**src/rtl/wb_uart_slave.sv**
```systemverilog
// Wishbone classic slave UART: 8N1 transmitter behind a TX FIFO, single-byte RX
// holding register, programmable baud divisor and a registered level interrupt.
module wb_uart_slave #(
    parameter int          TX_DEPTH    = 8,
    parameter logic [15:0] DEFAULT_DIV = 16'd433
) (
    input  logic        wb_clk_i,
    input  logic        resetn,
    input  logic [31:0] wbs_adr_i,
    input  logic [31:0] wbs_dat_i,
    output logic [31:0] wbs_dat_o,
    input  logic        wbs_we_i,
    input  logic [3:0]  wbs_sel_i,
    input  logic        wbs_stb_i,
    input  logic        wbs_cyc_i,
    output logic        wbs_ack_o,
    input  logic        uart_rx,
    output logic        uart_tx,
    output logic        irq
);
    localparam int AW = $clog2(TX_DEPTH);

    typedef enum logic [1:0] {IDLE, START, DATA, STOP} uart_state_t;

    logic [1:0]  reg_sel;
    logic        access, wr, rd;
    logic [31:0] rdata;
    logic [15:0] div;
    logic [1:0]  irq_en;

    logic [7:0]  fifo_mem [TX_DEPTH];
    logic [AW:0] wptr, rptr;
    logic        tx_full, tx_empty, push;

    uart_state_t tx_state, tx_next;
    logic [15:0] tx_cnt, tx_div_q;
    logic [2:0]  tx_idx;
    logic [7:0]  tx_shift;
    logic        tx_bit_end, tx_load, tx_busy;

    uart_state_t rx_state, rx_next;
    logic        rx_s1, rx_s2, rx_prev, rx_fall;
    logic [15:0] rx_cnt, rx_div_q;
    logic [2:0]  rx_idx;
    logic [7:0]  rx_shift, rx_byte;
    logic        rx_tick, rx_stop_end, rx_valid, overrun, frame_err, rd_data;

    wire unused_bits = &{1'b0, wbs_adr_i[31:4], wbs_adr_i[1:0], wbs_dat_i[31:16], wbs_sel_i[3:2]};

    assign reg_sel = wbs_adr_i[3:2];
    assign access  = wbs_ack_o & wbs_stb_i & wbs_cyc_i;
    assign wr      = access & wbs_we_i;
    assign rd      = access & ~wbs_we_i;
    assign rd_data = rd && (reg_sel == 2'd0);

    always_ff @(posedge wb_clk_i or negedge resetn) begin
        if (!resetn) wbs_ack_o <= 1'b0;
        else         wbs_ack_o <= wbs_stb_i & wbs_cyc_i & ~wbs_ack_o;
    end

    always_comb begin
        rdata = 32'd0;
        case (reg_sel)
            2'd0: rdata = {24'd0, rx_byte};
            2'd1: rdata = {26'd0, frame_err, tx_busy, tx_empty, tx_full, overrun, rx_valid};
            2'd2: rdata = {16'd0, div};
            2'd3: rdata = {30'd0, irq_en};
            default: rdata = 32'd0;
        endcase
    end

    assign wbs_dat_o = rd ? rdata : 32'd0;

    always_ff @(posedge wb_clk_i or negedge resetn) begin
        if (!resetn) begin
            div    <= DEFAULT_DIV;
            irq_en <= 2'b00;
            irq    <= 1'b0;
        end else begin
            if (wr && reg_sel == 2'd2 && wbs_sel_i[1:0] == 2'b11) div <= wbs_dat_i[15:0];
            if (wr && reg_sel == 2'd3 && wbs_sel_i[0]) irq_en <= wbs_dat_i[1:0];
            irq <= (irq_en[0] & rx_valid) | (irq_en[1] & tx_empty & ~tx_busy);
        end
    end

    // A pop in the same cycle frees a slot, so a push into a full FIFO still lands.
    assign tx_empty = (wptr == rptr);
    assign tx_full  = ((wptr - rptr) == (AW+1)'(TX_DEPTH));
    assign push     = wr && reg_sel == 2'd0 && wbs_sel_i[0] && (!tx_full || tx_load);

    always_ff @(posedge wb_clk_i) begin
        if (push) fifo_mem[wptr[AW-1:0]] <= wbs_dat_i[7:0];
    end

    always_ff @(posedge wb_clk_i or negedge resetn) begin
        if (!resetn) begin
            wptr <= '0;
            rptr <= '0;
        end else begin
            if (push)    wptr <= wptr + {{AW{1'b0}}, 1'b1};
            if (tx_load) rptr <= rptr + {{AW{1'b0}}, 1'b1};
        end
    end

    assign tx_bit_end = (tx_cnt == tx_div_q);

    always_ff @(posedge wb_clk_i or negedge resetn) begin
        if (!resetn) tx_state <= IDLE;
        else         tx_state <= tx_next;
    end

    always_comb begin
        tx_next = tx_state;
        case (tx_state)
            IDLE:  if (!tx_empty) tx_next = START;
            START: if (tx_bit_end) tx_next = DATA;
            DATA:  if (tx_bit_end && tx_idx == 3'd7) tx_next = STOP;
            STOP:  if (tx_bit_end) tx_next = tx_empty ? IDLE : START;
            default: tx_next = IDLE;
        endcase
    end

    always_comb begin
        tx_load = (tx_next == START) && (tx_state != START);
        tx_busy = (tx_state != IDLE);
        uart_tx = 1'b1;
        case (tx_state)
            START:   uart_tx = 1'b0;
            DATA:    uart_tx = tx_shift[0];
            default: uart_tx = 1'b1;
        endcase
    end

    always_ff @(posedge wb_clk_i or negedge resetn) begin
        if (!resetn) begin
            tx_cnt   <= 16'd0;
            tx_div_q <= 16'd0;
            tx_idx   <= 3'd0;
            tx_shift <= 8'd0;
        end else if (tx_load) begin
            tx_cnt   <= 16'd0;
            tx_div_q <= div;
            tx_idx   <= 3'd0;
            tx_shift <= fifo_mem[rptr[AW-1:0]];
        end else if (tx_state != IDLE) begin
            if (tx_bit_end) begin
                tx_cnt <= 16'd0;
                if (tx_state == DATA) begin
                    tx_shift <= {1'b1, tx_shift[7:1]};
                    tx_idx   <= tx_idx + 3'd1;
                end
            end else begin
                tx_cnt <= tx_cnt + 16'd1;
            end
        end
    end

    always_ff @(posedge wb_clk_i or negedge resetn) begin
        if (!resetn) begin
            rx_s1   <= 1'b1;
            rx_s2   <= 1'b1;
            rx_prev <= 1'b1;
        end else begin
            rx_s1   <= uart_rx;
            rx_s2   <= rx_s1;
            rx_prev <= rx_s2;
        end
    end

    assign rx_fall = rx_prev & ~rx_s2;
    assign rx_tick = (rx_state == START) ? (rx_cnt == (rx_div_q >> 1)) : (rx_cnt == rx_div_q);

    always_ff @(posedge wb_clk_i or negedge resetn) begin
        if (!resetn) rx_state <= IDLE;
        else         rx_state <= rx_next;
    end

    always_comb begin
        rx_next = rx_state;
        case (rx_state)
            IDLE:  if (rx_fall) rx_next = START;
            START: if (rx_tick) rx_next = rx_s2 ? IDLE : DATA;
            DATA:  if (rx_tick && rx_idx == 3'd7) rx_next = STOP;
            STOP:  if (rx_tick) rx_next = IDLE;
            default: rx_next = IDLE;
        endcase
    end

    always_comb begin
        rx_stop_end = (rx_state == STOP) && rx_tick;
    end

    always_ff @(posedge wb_clk_i or negedge resetn) begin
        if (!resetn) begin
            rx_cnt   <= 16'd0;
            rx_div_q <= 16'd0;
            rx_idx   <= 3'd0;
            rx_shift <= 8'd0;
        end else if (rx_state == IDLE) begin
            rx_cnt <= 16'd0;
            rx_idx <= 3'd0;
            if (rx_fall) rx_div_q <= div;
        end else if (rx_tick) begin
            rx_cnt <= 16'd0;
            if (rx_state == DATA) begin
                rx_shift <= {rx_s2, rx_shift[7:1]};
                rx_idx   <= rx_idx + 3'd1;
            end
        end else begin
            rx_cnt <= rx_cnt + 16'd1;
        end
    end

    // A DATA read landing with a good stop bit hands over the new byte without an overrun.
    always_ff @(posedge wb_clk_i or negedge resetn) begin
        if (!resetn) begin
            rx_byte   <= 8'd0;
            rx_valid  <= 1'b0;
            overrun   <= 1'b0;
            frame_err <= 1'b0;
        end else begin
            if (wr && reg_sel == 2'd1 && wbs_sel_i[0]) begin
                if (wbs_dat_i[1]) overrun   <= 1'b0;
                if (wbs_dat_i[5]) frame_err <= 1'b0;
            end
            if (rx_stop_end && rx_s2 && (!rx_valid || rd_data)) begin
                rx_byte  <= rx_shift;
                rx_valid <= 1'b1;
            end else if (rd_data) begin
                rx_valid <= 1'b0;
            end
            if (rx_stop_end && !rx_s2) frame_err <= 1'b1;
            if (rx_stop_end && rx_s2 && rx_valid && !rd_data) overrun <= 1'b1;
        end
    end
endmodule

```
**config.mk**
```make
export PLATFORM = sky130hd
export DESIGN_NAME = wb_uart_slave
export DESIGN_NICKNAME = d
export VERILOG_FILES = /design/src/rtl/wb_uart_slave.sv
export SDC_FILE = /design/constraint.sdc
export NUM_CORES = 1
export LEC_CHECK = 0
export BUFFER_PORTS_ARGS = -buffer_cell sky130_fd_sc_hd__clkbuf_2
export CORE_MARGIN = 2
export CORE_UTILIZATION = 50
export DETAILED_ROUTE_END_ITERATION = 10
export HOLD_SLACK_MARGIN = 0.1
export PLACE_DENSITY = 0.7
export SLEW_MARGIN = 10
export SYNTH_ARGS = -nofsm -noshare
export SYNTH_HDL_FRONTEND = slang
export SYNTH_SLANG_ARGS = --single-unit
```
**constraint.sdc**
```tcl
create_clock -name wb_clk_i -period 7.15 [get_ports wb_clk_i]
set_clock_uncertainty 0.15 [all_clocks]
set_input_delay 1.0725 -clock wb_clk_i [delete_from_list [all_inputs] [get_ports wb_clk_i]]
set_output_delay 1.0725 -clock wb_clk_i [all_outputs]
set_load 0.01 [all_outputs]
```
* Word level (Yosys, flattened, before mapping)
Memory sizes are Yosys's and may differ from the RTL's.
Cells that the tools add are included.
Widths: inputs -> output; s select.
** Word-level totals
- Logic and storage cells :: 158
- Memories kept :: 1
- Output and inout bits :: 35
- Register bits :: 132
- Bits in writable memories :: 64
- Input port bits :: 74
** Operators by class
- Bitwise operators :: 16
- Eq/ne operators :: 23
- $add $sub $neg :: 7
- Mux-type cells :: 42
- Reductions and logical operators :: 46
** Memory list
- fifo_mem :: depth 8, width 8, rd ports 1, clocked after memory_dff 0, wr ports 1, RTL line 31 : logic [7:0] fifo_mem [TX_DEPTH];
** Operator list (number)
- $pmux 32 s4 :: 1
- $mux 16 :: 5
- $add 16x1->16 const B :: 2
- $eq 16x16->1 :: 2
- $mux 32 :: 1
- $mux 8 :: 4
- $reduce_bool 2->1 :: 11
- $mux 3 :: 7
- $logic_and 1x1->1 :: 19
- $mux 2 :: 9
- $eq 16x15->1 :: 1
- $pmux 2 s4 :: 2
- $eq 2x2->1 const B :: 7
- $mux 1 :: 12
- $and 1x1->1 :: 10
- $add 4x1->4 const B :: 2
- $eq 2x1->1 const B :: 4
- $ne 2x2->1 const B :: 4
- $reduce_and 2->1 :: 4
- $add 3x1->3 const B :: 2
- $eq 3x3->1 const B :: 2
- $logic_not 2->1 :: 3
- $reduce_and 3->1 :: 2
- $not 1->1 :: 5
- 9 further kinds :: 13

* Depth between registers and ports, before layout
- Depth in word-level cells :: 10
- Mapped depth :: 11

* Worst setup path after synthesis
No wires, ideal clock.
- Kind :: flip-flop to output port
- Start point :: register rptr[1]
- End point :: output wbs_dat_o[2]
- Buffers on the path :: 2
- Stages on the path, launching flop included :: 10
- Setup slack :: 3386 ps
- Required time :: 5927 ps
- Arrival time :: 2541 ps
- Cell sequence :: dfrtp_1 > clkbuf_1 > clkbuf_1 > inv_1 > ha_1 > nor2b_1 > or4_1 > and3_1 > o32a_1 > nor2_1
** On the way
- Cells in the longest elaborated chain, start to end :: 4
** Ends and longest elaborated chain
- start, declared :: RTL line 32 : logic [AW:0] wptr, rptr;
- start signal, assigned :: RTL line 101 : if (tx_load) rptr <= rptr + {{AW{1'b0}}, 1'b1};
- $sub 4x4->4 :: RTL line 88 : assign tx_full = ((wptr - rptr) == (AW+1)'(TX_DEPTH));
- $eq 4x4->1 :: RTL line 88
- $pmux 32 s4 :: RTL line 63 : case (reg_sel)
- $mux 32 :: RTL line 72 : assign wbs_dat_o = rd ? rdata : 32'd0;
- end, declared :: RTL line 11 : output logic [31:0] wbs_dat_o,
Every way passes these cells. The select of a mux whose other input is x is not followed.

* Final worst setup path
Same ends and word-level chain as after synthesis.

==> results.md <==
- Crit path launch type: register
- H-tree levels: 4
- Drt drc: 4
- Yosys warning count: 0
- Main synth FF type: dfrtp_1
- Largest net degree at the start of global routing: 75
- # Max-Cap Violations: 0
- Final Routed Wirelength: 19.3 mm
- Outcome: complete, but fails checks
- DR WL met2: 9.34 mm
- Crit path max fanout: 19
- Routed wire length per instance: 18.9 um
- Met3 WL post-DR: 1.01 mm
- Die area: 19,600 um^2
- Distinct cell type count after synthesis: 61
- Port bufs: 44
- # setup viols final: 0
- First-pass GRT wire length: 31.3 mm
- Max Fclk: 220 MHz
- # IOs: 109
- Avg Inst Size Synth: 12.6 um^2
- Top Metal Used: met4
- Hold-fix buffers at CTS: 0
- Ys async rst share: 67.3%
- Core box area: 18,100 um^2
- Post-synthesis register bit count: 196
- Worst Setup End Kind: primary output
- Final antenna-violating net count: 0
- Fill cells: 1,413
- Die X: 140 um
- Vias in the first global route: 5,869
- Worst hold-check path type: reg2reg
- Arrival @ worst endpoint: 3.33 ns
- WHS: 0.207 ns
- Final HPWL DP: 13.2 mm
- Area leader, netlist: dfrtp_1
- N_diodes: 0
- Met1 wire length: 8.73 mm
- Max IR drop VDD: 0.188 mV
- Post-CTS Resized: 0
- CP Data Required Time: 5.93 ns
- Clk buf depth: 2
- Post-Syn Area: 9250 um^2
- Post-synth EDFFs: 64
- CTS Sinks: 196
- Final nets: 863
- Die H: 140 um
- Initial Util: 51.1%
- Slew Viols, Final: 0
- Row count: 49
- Clk slew on worst S/H paths: 0.07 ns
- Worst-Skew Late Latency: 0.44 ns
- Fin crit period: 4.55 ns
- Iter 0 DRT Violations: 472
- Placed Instances: 988
- Slew headroom: 31.9%
- Tcrit/Tclk final: 63.7%
- Total track usage: 20.5%
- Clock root cell: clkbuf_16
- LEAKAGE: 0.00440 uW
- Syn Inst Count: 735
- Grt ovf: 0
- Overall Power: 3620 uW
- Setup TNS: 0 ns
- Fin cells: 1,020
- Failing checks: design-rule violations
- DRT Pass-1 Iters: 8
- Post-synth top area share: 33.5%
- Core Util, Final: 56.9%
- Layout cells sized above 1: 22.4%
- Post-CTS Setup Inserts: 0
- Ranking of synthesized cells by area: dfrtp_1, edfxtp_1, mux2_2
- Layout area overhead: 11.2%
- Unrepaired setup endpoints after global routing: no
- CP Class: reg2out
- Vias per Instance: 5.75
- Pwr dens: 352 nW/um^2
- Routed vias: 5,861
- R2r setup slk: 3.09 ns
- Final estimated routing congestion in global placement: 0.861
- Initial antenna violation count: 0
- TritonCTS clock tree: done
- Slew @ Worst Pin: 1.02 ns
- Inserted Clock Buffers: 17
- Fin. Hold Viols: 0
- Register area share after synthesis: 56.6%
-- worst paths after layout --
kind / start / to / cells past startpoint
max in group asynchronous: resetn / tx_shift[5]$_DFFE_PN0P_ / 2
max: rptr[1]$_DFFE_PN0N_ / wbs_dat_o[2] / 8
max reg2reg: rptr[1]$_DFFE_PN0N_ / fifo_mem[1][4]$_DFFE_PP_ / 9
min: rx_s1$_DFF_PN1_ / rx_s2$_DFF_PN1_ / 0
min reg2reg: rx_s1$_DFF_PN1_ / rx_s2$_DFF_PN1_ / 0
min in group asynchronous: resetn / rx_cnt[4]$_DFF_PN0_ / 1
-- synth_stat cells (15+ instances only) --
| cell type | count |
|---|---|
| dfrtp_1 | 124 |
| edfxtp_1 | 64 |
| mux2_2 | 57 |
| nand2_1 | 55 |
| nor2_1 | 40 |
| xnor2_1 | 39 |
| mux2i_1 | 38 |
| o21ai_0 | 28 |
| inv_1 | 24 |
| clkbuf_1 | 23 |
| and3_1 | 19 |
| nand3_1 | 19 |
| buf_4 | 18 |
| mux4_2 | 18 |
| nor3_1 | 15 |
| nor4_1 | 15 |
-- worst max-delay path, stage by stage, from the launching register on --
cell	delay, ns
dfrtp_1	0.92
inv_1	0.16
ha_1	0.34
nor2b_1	0.17
or4_1	0.49
and3_1	0.20
o32a_1	0.28
nor2_1	0.16
clkbuf_2	0.17
-- cell families after synthesis --
group           share of synthesized area (%)
compound gates                           5.36
fa+ha+maj                                1.49
simple gates                             11.9
flops                                    56.6
buf+inv                                  3.72
other cells                            0.0405
mux                                      15.9
xor+xnor                                 5.02
-- sequential cells by signal (all words and copies together), names as in the netlist, 2 cells and up, named ones only --
name,cells
div,16
fifo_mem,64
irq_en,2
rptr,4
rx_byte,8
rx_cnt,16
rx_div_q,16
rx_idx,3
rx_shift,8
tx_cnt,16
tx_div_q,16
tx_idx,3
tx_shift,8
tx_state,2
wptr,4
-- where the power goes --
part,leakage (uW),switching [uW],internal (uW)
clock network,0.000294,440,560
logic,0.00178,623,504
registers,0.00232,176,1320
total,0.00440,1240,2380
-- layout by cell type (no fill, tap or decap), drive strengths merged, types with 8 or more instances in the layout --
master | netlist | layout
xnor2 | 39 | 39
mux2 | 61 | 61
xor2 | 14 | 14
nand3 | 19 | 19
dfstp | 8 | 8
clkbuf | 23 | 60
conb | 1 | 16
nor2b | 14 | 14
nand2 | 55 | 55
inv | 25 | 30
o21ai | 29 | 29
buf | 25 | 14
nor2 | 40 | 40
ha | 11 | 11
nor3 | 15 | 15
mux2i | 38 | 38
and3 | 19 | 19
dfrtp | 124 | 124
nor4 | 16 | 16
mux4 | 18 | 18
nand4 | 8 | 8
edfxtp | 64 | 64
-- routing by layer --
metal,vias to the layer above,global-route usage [%]
met1,2969,28.5
met2,156,32.9
met4,0,5.85
met3,21,4.75
li1,2715,-
met5,-,0
-- final cells by class --
| cell class | instances | area, um^2 | area share (%) |
|---|---|---|---|
| Clock inverter | 15 | 196 | 1.91 |
| Tap cell | 229 | 287 | 2.78 |
| Sequential cell | 196 | 5240 | 50.9 |
| Inverter | 25 | 93.8 | 0.912 |
| Multi-Input combinational cell | 481 | 3730 | 36.3 |
| Clock buffer | 17 | 425 | 4.13 |
| Timing Repair Buffer | 57 | 320 | 3.11 |
-- metrics by stage --
step | setup WS, ns | instance area (um^2)
after floorplan | 3.39 | 9310
after global routing | 2.42 | 10300
after global placement | 3.16 | 9670
final | 2.60 | 10300
after CTS | 2.55 | 10300
after detailed placement | 3.12 | 9670
No activity file was read; power rests on OpenSTA's default activity.
